[config.mk]
export PLATFORM = sky130hd
export DESIGN_NAME = nano_uart_loader
export DESIGN_NICKNAME = d
export VERILOG_FILES = /design/src/rtl/nano_uart_loader.sv
export SDC_FILE = /design/constraint.sdc
export NUM_CORES = 1
export LEC_CHECK = 0
export BUFFER_PORTS_ARGS = -buffer_cell sky130_fd_sc_hd__buf_2
export CORE_AREA = 2 2 112 114
export CTS_BUF_LIST = sky130_fd_sc_hd__clkbuf_16
export DETAILED_ROUTE_END_ITERATION = 12
export DIE_AREA = 0 0 114 116
export GPL_TIMING_DRIVEN = 0
export PLACE_DENSITY = 0.7
export SYNTH_ARGS = -nofsm -noshare
export SYNTH_HDL_FRONTEND = slang
export SYNTH_SLANG_ARGS = --single-unit
[constraint.sdc]
create_clock -name i_clk -period 2.3 [get_ports i_clk]
set_input_delay 0.115 -clock i_clk [delete_from_list [all_inputs] [get_ports i_clk]]
set_output_delay 0.115 -clock i_clk [all_outputs]
set_load 0.05 [all_outputs]
[src/rtl/nano_uart_loader.sv]
// nano_uart_loader: 8N1 UART boot loader that writes a framed program image into memory
// and holds the core in reset while loading. Define NANO_LOADER_CHECKSUM_EN for a trailing XOR byte.
module nano_uart_loader #(
  parameter int CLKS_PER_BIT = 868,
  parameter int ADDR_W       = 10
) (
  input  logic              i_clk,
  input  logic              i_rst_n,
  input  logic              i_rx,
  output logic              o_mem_we,
  output logic [ADDR_W-1:0] o_mem_addr,
  output logic [31:0]       o_mem_wdata,
  output logic              o_core_rst,
  output logic              o_busy,
  output logic              o_err
);
  localparam int CNT_W = $clog2(CLKS_PER_BIT) + 1;
  localparam logic [CNT_W-1:0] BIT_LAST = CNT_W'(CLKS_PER_BIT - 1);
  localparam logic [CNT_W-1:0] HALF_BIT = CNT_W'(CLKS_PER_BIT / 2);
  localparam logic [16:0]      MAX_LEN  = 17'(2 ** ADDR_W);

  typedef enum logic [1:0] {RX_IDLE, RX_START, RX_DATA, RX_STOP} rx_state_t;
  typedef enum logic [2:0] {L_WAIT_HDR, L_LEN0, L_LEN1, L_DATA, L_CHK, L_DONE} ld_state_t;

  rx_state_t        rx_state, rx_next;
  ld_state_t        ld_state, ld_next;
  logic             rx_meta, rx_sync, rx_prev;
  logic [CNT_W-1:0] clk_cnt;
  logic [2:0]       bit_idx;
  logic [7:0]       rx_byte;
  logic             byte_stb, frame_err;

  logic [7:0]       len_lo;
  logic [15:0]      len_full;
  logic [ADDR_W:0]  len, word_idx;
  logic [1:0]       byte_cnt;
  logic [23:0]      word_buf;
  logic             last_word;
  logic             hdr_ok, len_bad, finish, chk_bad, word_wr;
`ifdef NANO_LOADER_CHECKSUM_EN
  logic [7:0]       chk_acc;
`endif

  always_comb begin
    rx_next   = rx_state;
    byte_stb  = 1'b0;
    frame_err = 1'b0;
    case (rx_state)
      RX_IDLE:  if (rx_prev && !rx_sync) rx_next = RX_START;
      RX_START: if (clk_cnt == HALF_BIT) rx_next = rx_sync ? RX_IDLE : RX_DATA;
      RX_DATA:  if (clk_cnt == BIT_LAST && bit_idx == 3'd7) rx_next = RX_STOP;
      RX_STOP:  if (clk_cnt == BIT_LAST) begin
        rx_next   = RX_IDLE;
        byte_stb  = rx_sync;
        frame_err = !rx_sync;
      end
      default:  rx_next = RX_IDLE;
    endcase
  end

  // Synchroniser, bit timing and shift register; the counter restarts on every state change
  always_ff @(posedge i_clk or negedge i_rst_n) begin
    if (!i_rst_n) begin
      rx_meta  <= 1'b1;
      rx_sync  <= 1'b1;
      rx_prev  <= 1'b1;
      rx_state <= RX_IDLE;
      clk_cnt  <= '0;
      bit_idx  <= '0;
      rx_byte  <= '0;
    end else begin
      rx_meta  <= i_rx;
      rx_sync  <= rx_meta;
      rx_prev  <= rx_sync;
      rx_state <= rx_next;
      if (rx_state == RX_IDLE || rx_next != rx_state || clk_cnt == BIT_LAST)
        clk_cnt <= '0;
      else
        clk_cnt <= clk_cnt + CNT_W'(1);
      if (rx_state == RX_START)
        bit_idx <= '0;
      if (rx_state == RX_DATA && clk_cnt == BIT_LAST) begin
        rx_byte <= {rx_sync, rx_byte[7:1]};
        bit_idx <= bit_idx + 3'd1;
      end
    end
  end

  assign len_full  = {rx_byte, len_lo};
  assign last_word = (word_idx + (ADDR_W+1)'(1)) == len;

  always_comb begin
    ld_next = ld_state;
    hdr_ok  = 1'b0;
    len_bad = 1'b0;
    finish  = 1'b0;
    chk_bad = 1'b0;
    word_wr = 1'b0;
    if (byte_stb) begin
      case (ld_state)
        L_WAIT_HDR, L_DONE: if (rx_byte == 8'hA5) begin
          ld_next = L_LEN0;
          hdr_ok  = 1'b1;
        end
        L_LEN0: ld_next = L_LEN1;
        L_LEN1: begin
          if (17'(len_full) > MAX_LEN) begin
            ld_next = L_WAIT_HDR;
            len_bad = 1'b1;
          end else if (len_full == 16'd0) begin
`ifdef NANO_LOADER_CHECKSUM_EN
            ld_next = L_CHK;
`else
            ld_next = L_DONE;
            finish  = 1'b1;
`endif
          end else begin
            ld_next = L_DATA;
          end
        end
        L_DATA: if (byte_cnt == 2'd3) begin
          word_wr = 1'b1;
          if (last_word) begin
`ifdef NANO_LOADER_CHECKSUM_EN
            ld_next = L_CHK;
`else
            ld_next = L_DONE;
            finish  = 1'b1;
`endif
          end
        end
`ifdef NANO_LOADER_CHECKSUM_EN
        L_CHK: begin
          if (rx_byte == chk_acc) begin
            ld_next = L_DONE;
            finish  = 1'b1;
          end else begin
            ld_next = L_WAIT_HDR;
            chk_bad = 1'b1;
          end
        end
`endif
        default: ld_next = L_WAIT_HDR;
      endcase
    end
  end

  // Loader datapath; a word is written the cycle after its fourth byte arrives
  always_ff @(posedge i_clk or negedge i_rst_n) begin
    if (!i_rst_n) begin
      ld_state    <= L_WAIT_HDR;
      o_mem_we    <= 1'b0;
      o_mem_addr  <= '0;
      o_mem_wdata <= '0;
      o_core_rst  <= 1'b1;
      o_busy      <= 1'b0;
      o_err       <= 1'b0;
      len_lo      <= '0;
      len         <= '0;
      word_idx    <= '0;
      byte_cnt    <= '0;
      word_buf    <= '0;
`ifdef NANO_LOADER_CHECKSUM_EN
      chk_acc     <= '0;
`endif
    end else begin
      ld_state <= ld_next;
      o_mem_we <= word_wr;
      if (byte_stb && ld_state == L_LEN0) len_lo <= rx_byte;
      if (byte_stb && ld_state == L_LEN1) len <= len_full[ADDR_W:0];
      if (byte_stb && ld_state == L_DATA) begin
        word_buf <= {rx_byte, word_buf[23:8]};
        byte_cnt <= byte_cnt + 2'd1;
      end
      if (word_wr) begin
        o_mem_addr  <= word_idx[ADDR_W-1:0];
        o_mem_wdata <= {rx_byte, word_buf};
        word_idx    <= word_idx + (ADDR_W+1)'(1);
      end
`ifdef NANO_LOADER_CHECKSUM_EN
      if (byte_stb && (ld_state == L_LEN0 || ld_state == L_LEN1 || ld_state == L_DATA))
        chk_acc <= chk_acc ^ rx_byte;
`endif
      if (hdr_ok) begin
        o_core_rst <= 1'b1;
        o_busy     <= 1'b1;
        o_err      <= 1'b0;
        word_idx   <= '0;
        byte_cnt   <= '0;
`ifdef NANO_LOADER_CHECKSUM_EN
        chk_acc    <= '0;
`endif
      end
      if (finish) begin
        o_core_rst <= 1'b0;
        o_busy     <= 1'b0;
      end
      if (len_bad || chk_bad) begin
        o_err  <= 1'b1;
        o_busy <= 1'b0;
      end
      if (frame_err) o_err <= 1'b1;
    end
  end

endmodule
==> run metrics, run 1 <==
Port Buffers 48; setup violators final 0; Syn-to-layout area delta 21.9%; layout cells sized above 1 24.2%; dpl cell area 0.00636 mm²; vias in the first global route 4400; buffers and inverters on the worst path 1; CP delay by family, top simple AND/OR/NAND/NOR gates; clock slew at the register clock pins of the worst setup and hold paths 0.05 ns; Worst setup EP type flip-flop; status completed; post-synth top area share 54.3%; Avg WL per Cell 14.4 µm; clk buf depth 2; Mapped Area 0.00590 mm²; DRC 0; setup slack at placement -0.318 ns; Peak VDD IR 0.000815 V; ranking of synthesized cells by area dfrtp_1 54%, nand2_1 14%, mux2_2 3.6%; total negative setup slack 0 ns; Main synth FF type dfrtp_1; Synth warnings 0; most frequent cells in the layout 225 x nand2_1, 124 x dfrtp_1, 52 x buf_2; worst slew pin tran 0.483 ns; crit path max fanout 5; unrepaired setup endpoints after global routing true; cells after synthesis 603; period utilization 98.7%; DP Wirelength 8500 µm; syn nets 612; leakage 0.00383 µW; CTS H-tree depth 4; ys async rst share 100%; Vias 4454; HP Class in -> async; final core occ 60.4%; Detailed Route WL 12300 µm; I/O pin total 49; Fin Hold WS 0.172 ns; ANT nets after route 0; cell accounting for the most synthesized area dfrtp_1; initial drt markers 251; post-synthesis cell type count 54; Yosys reg bits 132; Worst EP required 2.59 ns; largest net degree at the start of global routing 96; core box area 0.0119 mm²; first-pass GRT wire length 20700 µm; via/cell ratio 5.21; critical path cell sequence ha_4, and3b_2, and2_4, nand3_4, or2_4, or4_4, buf_6, mux2_4; CTS Root Cell clkbuf_16; Clock Latency Late Sink 0.41 ns; sequential share of the synthesized area 56.1%; Arr. time, crit path 2.56 ns; ant diodes 0; clk_skew 0.0106 ns; aggregate global-route resource usage 20.0%; max_cap viols 0; Die Ht 116 µm; starting density of the core 49.5%; Setup crit start kind flip-flop; antenna violations before repair 0; Setup CP Type reg -> reg; die footprint 0.0132 mm²; TritonRoute pass-1 iters 4; commonest non-fill, non-tap cell in the layout nand2_1; worst rel slew slack 67.8%; TritonCTS clock tree built; Final Critical Period 2.27 ns; CP max-delay cell or4_4; Max Clock Freq 441 MHz; CP peak stage delay 0.43 ns; TritonCTS buffer count 17; Pwr Density 692 mW/mm²; cell area after layout 0.00719 mm²; nets 704; RePlAce Congestion 0.880; Syn Area/Cell 9.78 µm²; gr ovfl total 0; EDFF count, synth 0; die width 114 µm; fin. max-slew vios 0; Hold Vio Cnt, Final 0; setup ws final 0.0307 ns; Cell Rows 40; number of clock sinks 132
## stage by stage
stage,power (µW),std cells
6_report,4980,855
2_1_floorplan,2640,603
5_1_grt,5170,855
4_1_cts,4970,840
3_5_place_dp,2730,799
3_3_place_gp,2710,798
## per-layer routing
metal	global-route usage (%)	up-vias	wire length [µm]
met4	7.48	0	187
met2	33.2	91	6210
li1	-	2166	-
met1	25.4	2181	5310
met3	5.07	16	578
met5	0	-	0
## state kept, by name, summed over array words and instances, names as in the netlist, 2 cells and up
| register | cells |
|---|---|
| word_idx | 11 |
| rx_state | 2 |
| len | 11 |
| o_mem_wdata | 32 |
| byte_cnt | 2 |
| rx_byte | 8 |
| ld_state | 3 |
| word_buf | 24 |
| clk_cnt | 11 |
| bit_idx | 3 |
| o_mem_addr | 10 |
| len_lo | 8 |
## cell usage after synthesis, types with 5 or more instances
master and instances:
nand3_1 19, o22ai_1 5, a21oi_1 6, clkbuf_1 19
mux2_4 8, xnor2_1 24, dfrtp_1 128, nand2_1 225
nand4_1 6, inv_1 11, xor2_1 12, nor3_1 5
o21ai_0 7, nor2_1 43, ha_1 6, mux2_2 19
## worst paths after layout
path / startpoint / endpoint / slack [ns] / cells after the start
hold reg to reg: rx_meta$_DFF_PN1_ / rx_sync$_DFF_PN1_ / 0.35 / 0
setup / recovery: clk_cnt[1]$_DFF_PN0_ / len_lo[3]$_DFFE_PN0P_ / 0.03 / 8
setup reg to reg: clk_cnt[1]$_DFF_PN0_ / len_lo[3]$_DFFE_PN0P_ / 0.03 / 8
hold / removal: i_rst_n / o_mem_addr[9]$_DFFE_PN0P_ / 0.17 / 2
min in group i_clk: i_rx / rx_meta$_DFF_PN1_ / 0.35 / 2
max in group asynchronous: i_rst_n / rx_meta$_DFF_PN1_ / 1.35 / 3
## worst reg2reg max path, delay by kind of cell, from the launching register on
kind	cells	cell delay, ns
fa+ha+maj	1	0.15
buf+inv	1	0.16
flops	1	0.39
mux	1	0.29
simple gates	5	1.17
## power breakdown
part	switching [µW]	internal, µW	leakage (µW)
Clock	890	1320	0.000260
Combinational	163	140	0.00177
Sequential	78.4	2390	0.00181
Total	1130	3850	0.00383
## area by class of cell
type                            instances  area (µm²)
Clock inverter                         15        62.6
Inverter                               11        41.3
Clock buffer                           17         425
Tap cell                              147         184
Sequential cell                       132        3310
Multi-Input combinational cell        436        2570
Fill cell                             986        4720
Buffer                                 21         104
Timing Repair Buffer                   76         485
## what timing repair did
action                                 4_1_cts  5_1_grt
endpoints found under the hold margin       38        0
pin swaps                                    3        5
gates cloned                                 0        1
hold buffers                                 2        0
resized for setup                           15       30
buffers inserted                             9       15
setup endpoints to repair                   98       98
## kinds of logic (layout without fill, tap and decap cells)
group	after synthesis	in the layout	share of synthesized area, %
DFF	132	132	56.1
xor gates and xnor gates	37	37	5.62
and+or+nand+nor	333	333	25.1
adders and majority gates	6	6	1.27
muxes	29	29	6.02
AOI/OAI and AO/OA	31	31	3.46
buffers and inverters	35	140	2.48
(Power assumes the default switching activity.)
==> run 2, diff against run 1 <==
Settings changed: ABC_AREA set to 1, CORE_AREA 2 2 112 114 to 2 2 113 115, DIE_AREA 0 0 114 116 to 0 0 115 117.
==> run metrics, run 2 <==
via/cell ratio 5.25 (+0.86%); period utilization 94.7% (-4.0 points); aggregate global-route resource usage 21.5% (+1.6 points); first-pass GRT wire length 22600 µm (+9.4%); die width 115 µm (+0.88%); max_cap viols 0 (unchanged); ranking of synthesized cells by area dfrtp_1 54%, nand2_1 11%, nor2_1 5.5%; Sequential Power Share 45.7% (-3.9 points); post-synthesis cell type count 34 (-37%); number of clock sinks 132 (unchanged); starting density of the core 48.3% (-1.2 points); commonest cells in the netlist 176 x nand2_1, 128 x dfrtp_1, 87 x nor2_1; Yosys reg bits 132 (unchanged); Synth warnings 0 (unchanged); Clock Latency Late Sink 0.41 ns (about the same); total negative setup slack 0 ns (unchanged); Port Buffers 48 (unchanged); setup violators final 0 (unchanged); Hold Vio Cnt, Final 0 (unchanged); Main synth FF type dfrtp_1; Worst EP required 2.63 ns (+0.04 ns); antenna violations before repair 0 (unchanged); commonest non-fill, non-tap cell in the layout nand2_1; TritonRoute pass-1 iters 5 (+1); EDFF count, synth 0 (unchanged); clk buf depth 2 (unchanged); max reg flops 32 (unchanged); die footprint 0.0135 mm² (+1.7%); setup slack at placement 0.0552 ns (+0.373 ns); TritonCTS clock tree built; ys async rst share 100% (unchanged); Cell Rows 41 (+2.5%); initial drt markers 380 (+51%); Vias 4960 (+11%); vias in the first global route 4741 (+7.8%); Seq. cell area 0.00331 mm² (-0.15%); Max Clock Freq 459 MHz (+4.2%); HP Class in -> async; RePlAce Congestion 0.915 (+4.0%); largest net degree at the start of global routing 105 (+9.4%); Reg with most FFs o_mem_wdata; Syn-to-layout area delta 18.5%; ant diodes 0 (unchanged); dominant cell by count in the synthesized netlist nand2_1; sequential share of the synthesized area 55.6% (-0.48 points); fillcell total 1123 (+14%); clk_skew 0.00592 ns (-0.00467 ns); core box area 0.0123 mm² (+3.4%); sw power 1220 µW (+8.3%); combinational fraction of design power 5.7% (-0.4 points); worst rel slew slack 54.1% (-14 points); leakage 0.00362 µW (-5.5%); gr ovfl total 0 (unchanged); Final Critical Period 2.18 ns (-0.0919 ns); Pint 4170 µW (+8.4%); Worst setup EP type flip-flop; clock slew at the register clock pins of the worst setup and hold paths 0.06 ns (about the same); fin. max-slew vios 0 (unchanged); footprint of the multi-input gates 0.00224 mm² (-13%); Detailed Route WL 13500 µm (+9.9%); Clk pwr share 48.7% (+4.3 points); status completed; TritonCTS buffer count 17 (unchanged); DRC 0 (unchanged); layout cells sized above 1 15.0% (-9.2 points); DP Wirelength 9540 µm (+12%); ANT nets after route 0 (unchanged); setup ws final 0.123 ns (+0.0919 ns); cells after synthesis 710 (+18%); Sw Ratio 22.7% (-0.023 points); Setup CP Type reg -> reg; most frequent cells in the layout 174 x nand2_1, 128 x dfrtp_1, 86 x nor2_1; nets 790 (+12%); Pwr Density 766 mW/mm² (+11%); I/O pin total 49 (unchanged); Die Ht 117 µm (+0.86%); biggest regs o_mem_wdata: 32 flops, word_buf: 24 flops; CTS H-tree depth 4 (unchanged); cell accounting for the most synthesized area dfrtp_1; syn nets 719 (+17%); post-synth top area share 53.8% (-0.47 points); Syn Area/Cell 8.38 µm² (-14%); Arr. time, crit path 2.51 ns (-0.05 ns); crit path max fanout 10 (+5); Mapped Area 0.00595 mm² (+0.87%); worst slew pin tran 0.683 ns (+0.200 ns); Peak VDD IR 0.000757 V (-7.2%); Setup crit start kind flip-flop; CTS Root Cell clkbuf_16; Avg WL per Cell 14.3 µm (-0.47%)
## run 2: cell count changes in the layout (fill, tap and decap cells not counted), moves of 27 or more
cell | before | now
a21oi_1 | 6 | 52
inv_1 | 15 | 82
nand2_1 | 225 | 174
nand3_1 | 15 | 42
nor2_1 | 40 | 86
o21ai_0 | 7 | 59
## run 2: timing repair
action / in CTS / in global routing
endpoints found under the setup margin: 0 / 86
hold buffers: 2 / 0
buffers inserted: 0 / 1
resized for setup: 0 / 18
endpoints found under the hold margin: 48 / 0
## run 2: logic make-up after synthesis
group / after synthesis / synth area share, %
flops: 132 / 55.6
compound gates: 123 / 10.8
fa+ha+maj: 6 / 1.26
simple gates: 339 / 24.2
xor+xnor: 6 / 0.883
buf+inv: 104 / 7.32
## run 2: final timing paths
kind / startpoint / to / slack, ns / depth (start not counted)
min reg2reg: rx_meta$_DFF_PN1_ / rx_sync$_DFF_PN1_ / 0.36 / 0
min in group i_clk: rx_meta$_DFF_PN1_ / rx_sync$_DFF_PN1_ / 0.36 / 0
max: clk_cnt[0]$_DFF_PN0_ / word_buf[11]$_DFFE_PN0P_ / 0.12 / 8
max reg2reg: clk_cnt[0]$_DFF_PN0_ / word_buf[11]$_DFFE_PN0P_ / 0.12 / 8
min: i_rst_n / o_mem_wdata[3]$_DFFE_PN0P_ / 0.14 / 2
max in group asynchronous: i_rst_n / rx_meta$_DFF_PN1_ / 1.35 / 3
## run 2: per-layer routing
| metal | GRT usage, % | wire length, µm | vias up |
|---|---|---|---|
| met5 | 0 | 0 | - |
| met4 | 8.92 | 234 | 0 |
| met3 | 3.91 | 549 | 18 |
| met2 | 34.7 | 6470 | 110 |
| met1 | 29.0 | 6250 | 2403 |
| li1 | - | - | 2429 |
## run 2: power groups by stage
stage | clock network, µW | logic, µW | registers (µW)
6_report | 2630 | 305 | 2460
4_1_cts | 2670 | 305 | 2460
3_5_place_dp | 0 | 301 | 2500
3_3_place_gp | 0 | 273 | 2500
5_1_grt | 2760 | 362 | 2470
2_1_floorplan | 0 | 201 | 2490
## run 2: worst max-delay path, stage by stage, from the launching register on
cell and delay (ns):
dfrtp_1 0.39, ha_2 0.23, nand2_1 0.10, nor3_4 0.16, nand4_1 0.25, nor3_4 0.26
nand2_1 0.21, clkbuf_1 0.28, o21ai_0 0.21
## run 2: area by class of cell
cell class,instances,area share [%]
inverters,83,4.44
clock inverters,15,2.11
multi-input cells,474,31.7
clock buffers,17,6.03
flip-flops and latches,132,46.9
well taps,150,2.66
repair buffers,52,4.28
plain buffers,21,1.83
## run 2: stage by stage
step | instance area [µm²] | hold WS, ns | instances | total power (µW) | utilization, %
floorplan | 5950 | -0.181 | 710 | 2690 | -
global placement | 6380 | 0.221 | 908 | 2770 | 51.8
detailed placement | 6410 | 0.00570 | 909 | 2800 | 52.1
CTS | 7010 | 0.135 | 943 | 5430 | 56.9
global route | 7050 | 0.156 | 944 | 5600 | 57.3
finish | 7050 | 0.138 | 944 | 5400 | 57.3
==> run 3, diff against run 2 <==
Settings changed: REMOVE_ABC_BUFFERS set to 1.
==> run metrics, run 3 (synthesis results as in run 2) <==
fin cells 933 (-1.2%); total negative setup slack 0 ns (unchanged); initial drt markers 316 (-17%); clock slew at the register clock pins of the worst setup and hold paths 0.06 ns (about the same); Pwr Density 751 mW/mm² (-1.9%); layout cells sized above 1 15.2% (+0.21 points); Detailed Route WL 13000 µm (-3.6%); die footprint 0.0135 mm² (unchanged); Peak VDD IR 0.000607 V (-20%); placed insts 888 (-2.3%); I/O pin total 49 (unchanged); TritonRoute pass-1 iters 7 (+2); Arr. time, crit path 2.52 ns (about the same); crit path max fanout 37 (+27); Port Buffers 48 (unchanged); Hold Vio Cnt, Final 0 (unchanged); Clock Latency Late Sink 0.43 ns (+0.02 ns); biggest regs o_mem_wdata: 32 flops, word_buf: 24 flops; largest net degree at the start of global routing 104 (-0.95%); via/cell ratio 5.20 (-1.0%); Avg WL per Cell 14.0 µm (-2.4%); RePlAce Congestion 0.855 (-6.6%); fillcell total 1095 (-2.5%); worst slew pin tran 0.774 ns (+0.0909 ns); status completed; TritonCTS buffer count 17 (unchanged); commonest non-fill, non-tap cell in the layout nand2_1; Fin Hold WS 0.123 ns (-0.0150 ns); most frequent cells in the layout 175 x nand2_1, 128 x dfrtp_1, 85 x nor2_1; aggregate global-route resource usage 20.4% (-1.1 points); starting density of the core 48.3% (unchanged); Reg with most FFs o_mem_wdata; core box area 0.0123 mm² (unchanged); cell area after layout 0.00707 mm² (+0.30%); setup violators final 0 (unchanged); worst r2r path cells 10 (+2); clk buf depth 2 (unchanged); worst rel slew slack 48.0% (-6.1 points); antenna violations before repair 0 (unchanged); die width 115 µm (unchanged); clk_skew 0.00845 ns (+0.00253 ns); Max Clock Freq 458 MHz (-0.25%); fin. max-slew vios 0 (unchanged); gr ovfl total 0 (unchanged); DP Wirelength 8340 µm (-13%); period utilization 94.9% (+0.24 points); Worst setup EP type flip-flop; max reg flops 32 (unchanged); Syn-to-layout area delta 18.8%; TritonCTS clock tree built; DRC 0 (unchanged); ANT nets after route 0 (unchanged); Setup CP Type reg -> reg; ant diodes 0 (unchanged); Worst EP required 2.63 ns (about the same); overall power 5310 µW (-1.6%); max_cap viols 0 (unchanged); Cell Rows 41 (unchanged); nets 779 (-1.4%); number of clock sinks 132 (unchanged); Die Ht 117 µm (unchanged); Vias 4851 (-2.2%); leakage 0.00358 µW (-1.2%); Final Critical Period 2.18 ns (+0.00541 ns); Setup crit start kind flip-flop; first-pass GRT wire length 21200 µm (-6.3%); CTS Root Cell clkbuf_16; HP Class in -> async; dpl cell area 0.00629 mm² (-1.9%); vias in the first global route 4681 (-1.3%); CTS H-tree depth 4 (unchanged)
run 3: changes by cell type in the layout (fill, tap and decap cells not counted), moves of 2 or more:
cell,previous run,this run
inv_1,82,79
buf_4,3,8
nand2_2,5,2
clkinvlp_4,1,5
nand2_8,0,2
buf_6,5,1
clkinv_1,3,0
buf_2,55,47
inv_6,0,3
clkbuf_2,2,0
bufinv_16,3,1
clkbuf_1,5,0
ha_2,2,0
run 3: timing repair:
| action | 4_1_cts | 5_1_grt |
|---|---|---|
| cloned | 1 | 1 |
| endpoints found under the setup margin | 95 | 89 |
| endpoints found under the hold margin | 121 | 0 |
| pin swaps | 2 | 6 |
| setup buffers | 4 | 5 |
| gates resized for setup | 9 | 9 |
| hold buffers | 2 | 0 |
run 3: power by group:
part	internal (µW)	switching (µW)
Combinational	108	199
Sequential	2390	79.6
Clock	1480	1050
Total	3990	1320
run 3: routing by layer:
metal / track usage (%) / share of wire, % / vias to the layer above
met1: 24.0 / 43 / 2308
met5: 0 / 0 / -
met3: 6.33 / 4.3 / 28
met2: 34.7 / 50 / 118
met4: 9.16 / 2.3 / 0
li1: - / - / 2397
run 3: final cells by class:
cell class              count  area [µm²]  area share [%]
clock buffers              17         425            6.02
clock inverters            15         131            1.86
inverters                  83         338            4.78
multi-input cells         475        2300            32.5
flip-flops and latches    132        3310            46.8
well taps                 150         188            2.65
repair buffers             60         374            5.29
repair inverters            1        11.3           0.159
run 3: per-stage QoR:
stage | util, % | setup slack (ns)
after floorplan | - | -0.0660
after global placement | 50.8 | -0.810
after detailed placement | 51.1 | -0.914
after CTS | 56.5 | 0.00214
after global routing | 57.4 | -0.0332
final | 57.4 | 0.117
run 3: final timing paths:
path	slack [ns]	to	start
max	0.12	word_idx[9]$_DFFE_PN0P_	clk_cnt[0]$_DFF_PN0_
min	0.12	o_mem_wdata[14]$_DFFE_PN0P_	i_rst_n
max reg2reg	0.12	word_idx[9]$_DFFE_PN0P_	clk_cnt[0]$_DFF_PN0_
min reg2reg	0.36	rx_sync$_DFF_PN1_	rx_meta$_DFF_PN1_
max in group asynchronous	1.39	o_core_rst$_DFFE_PN1P_	i_rst_n
min in group i_clk	0.33	rx_meta$_DFF_PN1_	i_rx
run 3: critical path: stages, from the launching register on:
cell and delay [ns]:
dfrtp_1 0.43, ha_4 0.18, nand2_1 0.07, nor3_2 0.17, nand3_2 0.17, nor3_4 0.20
buf_4 0.18, nand2_8 0.18, clkinv_16 0.20, o21ai_0 0.10, a21oi_1 0.16
